[src/rtl/fetch_pkg.sv]
`default_nettype none
// ============================================================================
// Module      : fetch_pkg
// Description : Shared next-PC select encodings and default bubble value
// Revision    : 1.0
// ============================================================================
package fetch_pkg;

    typedef enum logic [1:0] {
        PC_SEQ = 2'b00,
        PC_REL = 2'b01,
        PC_ABS = 2'b10,
        PC_RET = 2'b11
    } pc_sel_e;

    localparam int unsigned DEFAULT_NOP = 0;

endpackage : fetch_pkg
`default_nettype wire

[src/rtl/return_addr_stack.sv]
`default_nettype none
// ============================================================================
// Module      : return_addr_stack
// Description : Bounded circular return-address stack with sticky error flags
// Revision    : 1.0
// ============================================================================
module return_addr_stack #(
    parameter int unsigned DEPTH = 8,
    parameter int unsigned W     = 12,
    parameter int unsigned CNT_W = $clog2(DEPTH) + 1
) (
    input  logic             clk,
    input  logic             reset,
    input  logic             en_i,
    input  logic             push_i,
    input  logic             pop_i,
    input  logic             ret_i,
    input  logic [W-1:0]     push_val_i,
    output logic [W-1:0]     top_o,
    output logic             empty_o,
    output logic [CNT_W-1:0] count_o,
    output logic             overflow_o,
    output logic             underflow_o
);
    localparam int unsigned PTR_W = $clog2(DEPTH);

    logic [W-1:0]     mem_q [DEPTH];
    logic [PTR_W-1:0] top_q, top_d;
    logic [CNT_W-1:0] count_q, count_d;
    logic             ovf_q, ovf_d;
    logic             unf_q, unf_d;
    logic             wr_en;
    logic [PTR_W-1:0] wr_ptr;
    logic             empty;
    logic             full;

    assign empty = (count_q == '0);
    assign full  = (count_q == CNT_W'(DEPTH));

    always_comb begin
        top_d   = top_q;
        count_d = count_q;
        ovf_d   = ovf_q;
        unf_d   = unf_q;
        wr_en   = 1'b0;
        wr_ptr  = top_q + 1'b1;
        if (reset && en_i) begin
            if (empty && (pop_i || ret_i)) begin
                unf_d = 1'b1;
            end
            if (push_i && pop_i && !empty) begin
                // Return consumes the old top; the call's address takes its slot.
                wr_en  = 1'b1;
                wr_ptr = top_q;
            end else if (push_i) begin
                wr_en = 1'b1;
                top_d = top_q + 1'b1;
                if (full) begin
                    ovf_d = 1'b1;
                end else begin
                    count_d = count_q + 1'b1;
                end
            end else if (pop_i && !empty) begin
                top_d   = top_q - 1'b1;
                count_d = count_q - 1'b1;
            end
        end
    end

    always_ff @(posedge clk) begin
        if (!reset) begin
            top_q   <= '0;
            count_q <= '0;
            ovf_q   <= 1'b0;
            unf_q   <= 1'b0;
        end else begin
            top_q   <= top_d;
            count_q <= count_d;
            ovf_q   <= ovf_d;
            unf_q   <= unf_d;
        end
    end

    always_ff @(posedge clk) begin
        if (wr_en) begin
            mem_q[wr_ptr] <= push_val_i;
        end
    end

    assign top_o       = mem_q[top_q];
    assign empty_o     = empty;
    assign count_o     = count_q;
    assign overflow_o  = ovf_q;
    assign underflow_o = unf_q;

endmodule : return_addr_stack
`default_nettype wire

[src/rtl/fetch_unit.sv]
`default_nettype none
// ============================================================================
// Module      : fetch_unit
// Description : PC, next-PC selection, return-address stack and IF/ID register
// Revision    : 1.0
// ============================================================================
module fetch_unit
    import fetch_pkg::*;
#(
    parameter int unsigned        PC_W      = 12,
    parameter int unsigned        INSTR_W   = 19,
    parameter int unsigned        OFFSET_W  = 8,
    parameter int unsigned        RAS_DEPTH = 8,
    parameter logic [INSTR_W-1:0] NOP       = INSTR_W'(DEFAULT_NOP)
) (
    input  logic                       clk,
    input  logic                       reset,
    input  logic                       stall_i,
    input  logic                       flush_i,
    input  logic [1:0]                 pc_sel_i,
    input  logic [OFFSET_W-1:0]        branch_offset_i,
    input  logic [PC_W-1:0]            jump_target_i,
    input  logic                       push_i,
    input  logic                       pop_i,
    output logic [PC_W-1:0]            imem_addr_o,
    input  logic [INSTR_W-1:0]         imem_data_i,
    output logic [INSTR_W-1:0]         ifid_instr_o,
    output logic [PC_W-1:0]            ifid_pc_o,
    output logic                       ifid_valid_o,
    output logic [$clog2(RAS_DEPTH):0] ras_count_o,
    output logic                       ras_overflow_o,
    output logic                       ras_underflow_o
);
    logic [PC_W-1:0]    pc_q, pc_d;
    logic [INSTR_W-1:0] ifid_instr_q;
    logic [PC_W-1:0]    ifid_pc_q;
    logic               ifid_valid_q;
    logic [PC_W-1:0]    pc_plus1;
    logic [PC_W-1:0]    offset_ext;
    logic [PC_W-1:0]    ras_top;
    logic               ras_empty;
    logic               is_ret;

    assign pc_plus1   = pc_q + 1'b1;
    assign offset_ext = {{(PC_W-OFFSET_W){branch_offset_i[OFFSET_W-1]}}, branch_offset_i};
    assign is_ret     = (pc_sel_e'(pc_sel_i) == PC_RET);

    always_comb begin
        pc_d = pc_plus1;
        unique case (pc_sel_e'(pc_sel_i))
            PC_SEQ: pc_d = pc_plus1;
            PC_REL: pc_d = ifid_pc_q + PC_W'(1) + offset_ext;
            PC_ABS: pc_d = jump_target_i;
            PC_RET: pc_d = ras_empty ? pc_plus1 : ras_top;
        endcase
    end

    return_addr_stack #(
        .DEPTH (RAS_DEPTH),
        .W     (PC_W)
    ) u_ras (
        .clk         (clk),
        .reset       (reset),
        .en_i        (!stall_i),
        .push_i      (push_i),
        .pop_i       (pop_i),
        .ret_i       (is_ret),
        .push_val_i  (pc_plus1),
        .top_o       (ras_top),
        .empty_o     (ras_empty),
        .count_o     (ras_count_o),
        .overflow_o  (ras_overflow_o),
        .underflow_o (ras_underflow_o)
    );

    // Flush wins over stall for IF/ID only; the PC still honours stall.
    always_ff @(posedge clk) begin
        if (!reset) begin
            pc_q         <= '0;
            ifid_instr_q <= NOP;
            ifid_pc_q    <= '0;
            ifid_valid_q <= 1'b0;
        end else begin
            if (!stall_i) begin
                pc_q <= pc_d;
            end
            if (flush_i) begin
                ifid_instr_q <= NOP;
                ifid_pc_q    <= pc_q;
                ifid_valid_q <= 1'b0;
            end else if (!stall_i) begin
                ifid_instr_q <= imem_data_i;
                ifid_pc_q    <= pc_q;
                ifid_valid_q <= 1'b1;
            end
        end
    end

    assign imem_addr_o  = pc_q;
    assign ifid_instr_o = ifid_instr_q;
    assign ifid_pc_o    = ifid_pc_q;
    assign ifid_valid_o = ifid_valid_q;

endmodule : fetch_unit
`default_nettype wire

[config.mk]
export PLATFORM = sky130hd
export DESIGN_NAME = fetch_unit
export DESIGN_NICKNAME = d
export VERILOG_FILES = /design/src/rtl/fetch_pkg.sv /design/src/rtl/return_addr_stack.sv /design/src/rtl/fetch_unit.sv
export SDC_FILE = /design/constraint.sdc
export NUM_CORES = 1
export LEC_CHECK = 0
export BUFFER_PORTS_ARGS = -buffer_cell sky130_fd_sc_hd__buf_4
export CELL_PAD_IN_SITES_DETAIL_PLACEMENT = 1
export CELL_PAD_IN_SITES_GLOBAL_PLACEMENT = 1
export CORE_ASPECT_RATIO = 1.2
export CORE_MARGIN = 2
export CORE_UTILIZATION = 45
export CTS_BUF_LIST = sky130_fd_sc_hd__clkbuf_8
export DETAILED_ROUTE_END_ITERATION = 10
export GPL_TIMING_DRIVEN = 0
export PLACE_DENSITY_LB_ADDON = 0.1
export SYNTH_ARGS = -nofsm -noshare
export SYNTH_HDL_FRONTEND = slang
export SYNTH_SLANG_ARGS = --single-unit
[constraint.sdc]
create_clock -name clk -period 7.55 [get_ports clk]
set_input_delay 1.1325 -clock clk [delete_from_list [all_inputs] [get_ports clk]]
set_output_delay 1.1325 -clock clk [all_outputs]
set_load 0.005 [all_outputs]
* Yosys cells after proc, flatten, opt, wreduce, memory -nomap -nowiden *
Memory sizes are Yosys's and may differ from the RTL's. A register that Yosys moved wholly into a read port is not among the register bits.
Index checks and enable logic that the tools add are counted.

word-level totals
  bits in writable memories = 96
  logic and storage cells = 58
  bits in registers = 53
  output and inout bits = 50
  memories kept = 1
  bits of input ports = 47

operators by class
  $add $sub $neg = 7
  bitwise operators = 2
  muxes and demuxes = 18
  equal/unequal tests = 6
  reductions and logical operators = 16

memories
  name         depth  bits a word  rd ports  clocked after Yosys merged registers in  wr ports  line                     text
  u_ras.mem_q  8      12           1         1                                        1         return_addr_stack.sv:27  logic [W-1:0] mem_q [DEPTH];

operator list
  cell                                                   count
  case mux 12 bit (4 select lines)                       1
  2-to-1 mux 12 bit                                      3
  adder 12 x 1 -> 12 bit, second input constant          2
  2-to-1 mux 3 bit                                       6
  adder 12 bit                                           1
  2-to-1 mux 4 bit                                       3
  AND reduction 4 bit                                    2
  logical AND 1 bit                                      5
  2-to-1 mux 1 bit                                       5
  adder 4 x 1 -> 4 bit, second input constant            1
  equality test 2 bit, second input constant             2
  equality test 4 bit, second input constant             1
  logical NOT 4 bit                                      1
  subtractor 4 x 1 -> 4 bit, second input constant       1
  adder 3 x 1 -> 3 bit, second input constant            1
  AND reduction 3 bit                                    1
  subtractor 3 x 1 -> 3 bit, second input constant       1
  equality test 2 x 1 -> 1 bit, second input constant    1
  logical NOT 1 bit                                      2
  logical NOT 2 bit                                      1
  inequality test 2 x 1 -> 1 bit, second input constant  1
  inequality test 2 bit, second input constant           1
  NOT 1 bit                                              2
  AND reduction 2 bit                                    1
  3 further kinds                                        3

* Depth between registers and ports, before layout *
  depth in word-level cells = 7
  mapped depth = 10
  mapped depth without buffers = 10

* Hierarchy *
A second synthesis with hierarchy kept.

unflattened totals
  cell total of the unflattened synthesis = 595
  area total of the unflattened synthesis = 7,345.8 sq um

modules (own cells, without submodules)
  module             times used  area an instance (sq um)  cells an instance  seq. area each (sq um)
  return_addr_stack  1           4,416.7                   233                3,123.0
  fetch_unit         1           2,929.1                   362                880.8

* Least setup slack after synthesis *
Ideal clock, no wire load.

  path kind = input port to flip-flop
  start point = input reset
  end point = memory u_ras.mem_q[2][0] (enable)
  path slack = 4,154 ps
  arrival = 3,000 ps
  buffers on the path = 1
  library setup time = 396 ps
  data required time = 7,154 ps
  cell stages on the path = 7
  cell sequence = nor2b_1 > buf_2 > nand2_1 > o21ai_1 > xor2_1 > inv_1 > nor3_1

between the ends
  longest elaborated chain between the ends = 4
  elaborated cells between the ends (all ways) = 5
  those cells by class = mux (4); reduce/logical (1)

RTL lines
  what                                    line                     text
  start: declaration                      fetch_unit.sv:17         input logic reset,
  logical AND 1 bit (*)                   return_addr_stack.sv:47  if (reset && en_i) begin
  2-to-1 mux 1 bit                        return_addr_stack.sv:47
  2-to-1 mux 1 bit                        return_addr_stack.sv:85  if (wr_en) begin
  2-to-1 mux 1 bit (not written as such)  return_addr_stack.sv:86  mem_q[wr_ptr] <= push_val_i;
  end: declaration                        return_addr_stack.sv:27

Mark *: on every way between the ends. The rest lies on a longest branch, timed or not.

* Final worst setup path *
  start point = input reset
  end point = memory u_ras.mem_q[0][3] (enable)

Same word-level chain as after synthesis.

==> impl_metrics.toml <==
[worst_setup_path]
crit_chain = "buf_4, nor2b_1, buf_2, nand2_1, o21ai_1, xor2_1, inv_1, nor2_1"
criticalPathCategory = "in -> reg"
required_ps = 7630
reg2reg_slack_ps = 4360
reg2reg_from = "u_ras.count_o[0]"
cp-end-kind = "flop"
crit_arrival_ps = 3730
worst_r2r_path_depth = 5
path_max_fanout = 12
crit_path_end = "u_ras.mem_q[0][3]"
slowest_delay_ps = 1010
crit_start = "reset"
crit_slowest_cell = "nor2_1"
cp-start-kind = "primary input"
r2r-end = "u_ras.mem_q[0][3]"

[floorplan]
die_area_um2 = 16800
rows = 50
io_pins = 97
start_util_pct = 45.8
die_h_um = 142
core_area_um2 = 15500
die_x_um = 119

[timing]
worstMarginPinSlew_ps = 1290
holdWs_ps = 472
slew_headroom_pct = 13.5
finalHoldViolCount = 0
slew_violations = 0
fin_tns_setup_ps = 0
timing.final.crit_share_pct = 48.4
fin_skew_ps = 10.2
fmax_mhz = 274
fin_crit_ps = 3650
setup_viol = 0
rsz0062_at_grt = "no"

[placement]
gp_congestion = 0.906
hpwl_um = 14300
placed_cell_area_um2 = 8110
dp.cells = 886
portBuffers = 94

[synth]
synth.distinct_cells = 65
synth_edf_count = 96
synth_flop_cell = "edfxtp_1"
yosysSeqAreaShare_pct = 56.3
synth-seq-cells = 152
avgSynthCellArea_um2 = 12.2
ys_async_sr_fraction_pct = 0
netlist_instances = 582
yosysWarnings = 0
syn-cell-area_um2 = 7110
syn_nets = 647

[power_and_ir_drop]
power_density_nw_per_um2 = 218
leakage_nw = 3.24
fin_total_pwr_mw = 1.86
peakVddDrop_uv = 113

[global_route]
grt_max_degree = 17
antenna_found_initial = 0
grt_pass1_wl_um = 30200
grt-ovfl-total = 0
grt_pass1_vias = 5507
grt_use_total_pct = 23.8

[clock_network]
cts-root-buf = "clkbuf_8"
cts_tree = "built"
clock_tree.buffer_depth = 2
ctsHoldBuffers = 0
htreeDepth = 4
post_cts_resized = 0
cts_setup_buffers = 0
cts_made_buffers = 17
clk_pin_slew_worst_paths_ps = 80
cts_sinks = 152
clk_latency_ps = 470

[finish]
layout_commonest_cell = "edfxtp_1"
final_cell_mix = "96 x edfxtp_1, 95 x buf_4, 56 x dfxtp_1, 54 x nor2_1, 49 x nand2_1"
fin_area_um2 = 8540
nNetsFinal = 762
drive_gt1_share_pct = 23.7
instances_no_fill = 918
area_growth_pct = 20.1
diodes = 0

[detailed_routing]
drtIter0Drc = 357
avgRoutedWirePerCell_um = 20.9
drc = 0
route.final.wire_length_um = 19200
ant_nets = 0
dr.pass1.iters = 4
vias = 5127
viasPerCell = 5.58

[worst_hold_path]
holdCritPathClass = "reg -> reg"

[run_status]
status = "completed"

[run]
cap_violations = 0
## logic make-up (layout without fill, tap and decap cells)
family	Yosys count	count (layout)	synth area share [%]
muxes	61	61	13.2
DFF	152	152	56.3
buffers and inverters	48	176	3.11
and+or+nand+nor	166	166	10.6
xor gates and xnor gates	23	23	2.83
adders and majority gates	18	18	3.38
AOI/OAI and AO/OA	114	114	10.6
## registers in the layout, indices dropped and copies added, names as in the netlist, named ones only
| signal | cells |
|---|---|
| ifid_instr_o | 19 |
| ifid_pc_o | 12 |
| ifid_valid_o | 1 |
| imem_addr_o | 12 |
| u_ras.count_o | 4 |
| u_ras.mem_q | 96 |
| u_ras.overflow_o | 1 |
| u_ras.top_q | 3 |
| u_ras.underflow_o | 1 |
## layout make-up
type                            count  area, um2
Clock inverter                     15        188
Sequential cell                   152       4000
Multi-Input combinational cell    382       2900
Timing Repair Buffer               96        728
Tap cell                          208        260
Inverter                           15       56.3
Fill cell                        1697       6980
Clock buffer                       17        234
Buffer                             33        165
## worst min-delay path by stage
stage                             from           end  slack [ps]  cells after the start
after floorplan           ifid_valid_o  ifid_valid_o         450                      2
after global placement    ifid_valid_o  ifid_valid_o         440                      2
after detailed placement  ifid_valid_o  ifid_valid_o         460                      2
after CTS                 ifid_valid_o  ifid_valid_o         470                      2
after global routing      ifid_valid_o  ifid_valid_o         500                      2
final                     ifid_valid_o  ifid_valid_o         470                      2
## Yosys cell counts (3+ instances only)
| cell type | n | area (um2) |
|---|---|---|
| edfxtp_1 | 96 | 2880 |
| dfxtp_1 | 56 | 1120 |
| nor2_1 | 56 | 210 |
| nand2_1 | 49 | 184 |
| a21oi_1 | 42 | 210 |
| mux2i_1 | 35 | 350 |
| nor3_1 | 17 | 85.1 |
| ha_1 | 16 | 200 |
| buf_2 | 15 | 75.1 |
| clkbuf_1 | 14 | 52.6 |
| inv_1 | 14 | 52.6 |
| o21ai_0 | 14 | 70.1 |
| nand3_1 | 13 | 65.1 |
| mux4_1 | 12 | 315 |
| xnor2_1 | 12 | 105 |
| xor2_1 | 11 | 96.3 |
| mux4_2 | 10 | 225 |
| a31oi_1 | 7 | 43.8 |
| nor2b_1 | 6 | 37.5 |
| o21bai_1 | 5 | 37.5 |
| a211oi_1 | 4 | 30.0 |
| and3_1 | 4 | 25.0 |
| mux2_2 | 4 | 45.0 |
| nand2b_1 | 4 | 25.0 |
| o211ai_1 | 4 | 30.0 |
| a21boi_0 | 3 | 22.5 |
| nand4_1 | 3 | 18.8 |
| nor3b_1 | 3 | 22.5 |
| o22ai_1 | 3 | 18.8 |
| or2_2 | 3 | 18.8 |
## critical path, delay by kind of cell
family          cells  cell delay [ps]
compound gates      1              220
xor+xnor            1              470
buf+inv             3              550
simple gates        3             1350
## power by group
part           internal (mW)  leakage [nW]  total [mW]  switching, mW
sequential             0.912          1.34       0.937         0.0254
combinational          0.113          1.69       0.260          0.146
clock                  0.356         0.214       0.667          0.311
## stage by stage
| stage | utilization (%) | setup slack, ps |
|---|---|---|
| global route | 55.0 | 3590 |
| floorplan | - | 4150 |
| global placement | 52.0 | 2910 |
| finish | 55.0 | 3900 |
| CTS | 55.0 | 3980 |
| detailed placement | 52.3 | 3480 |
## per-layer routing
metal	vias up	part of all wire (%)	track usage, %
met1	2543	42	28.1
met4	0	1.9	8.96
met2	132	51	41.7
met5	-	0	0
met3	31	5.2	6.15
li1	2421	-	-
No activity file was read; power rests on OpenSTA's default activity.
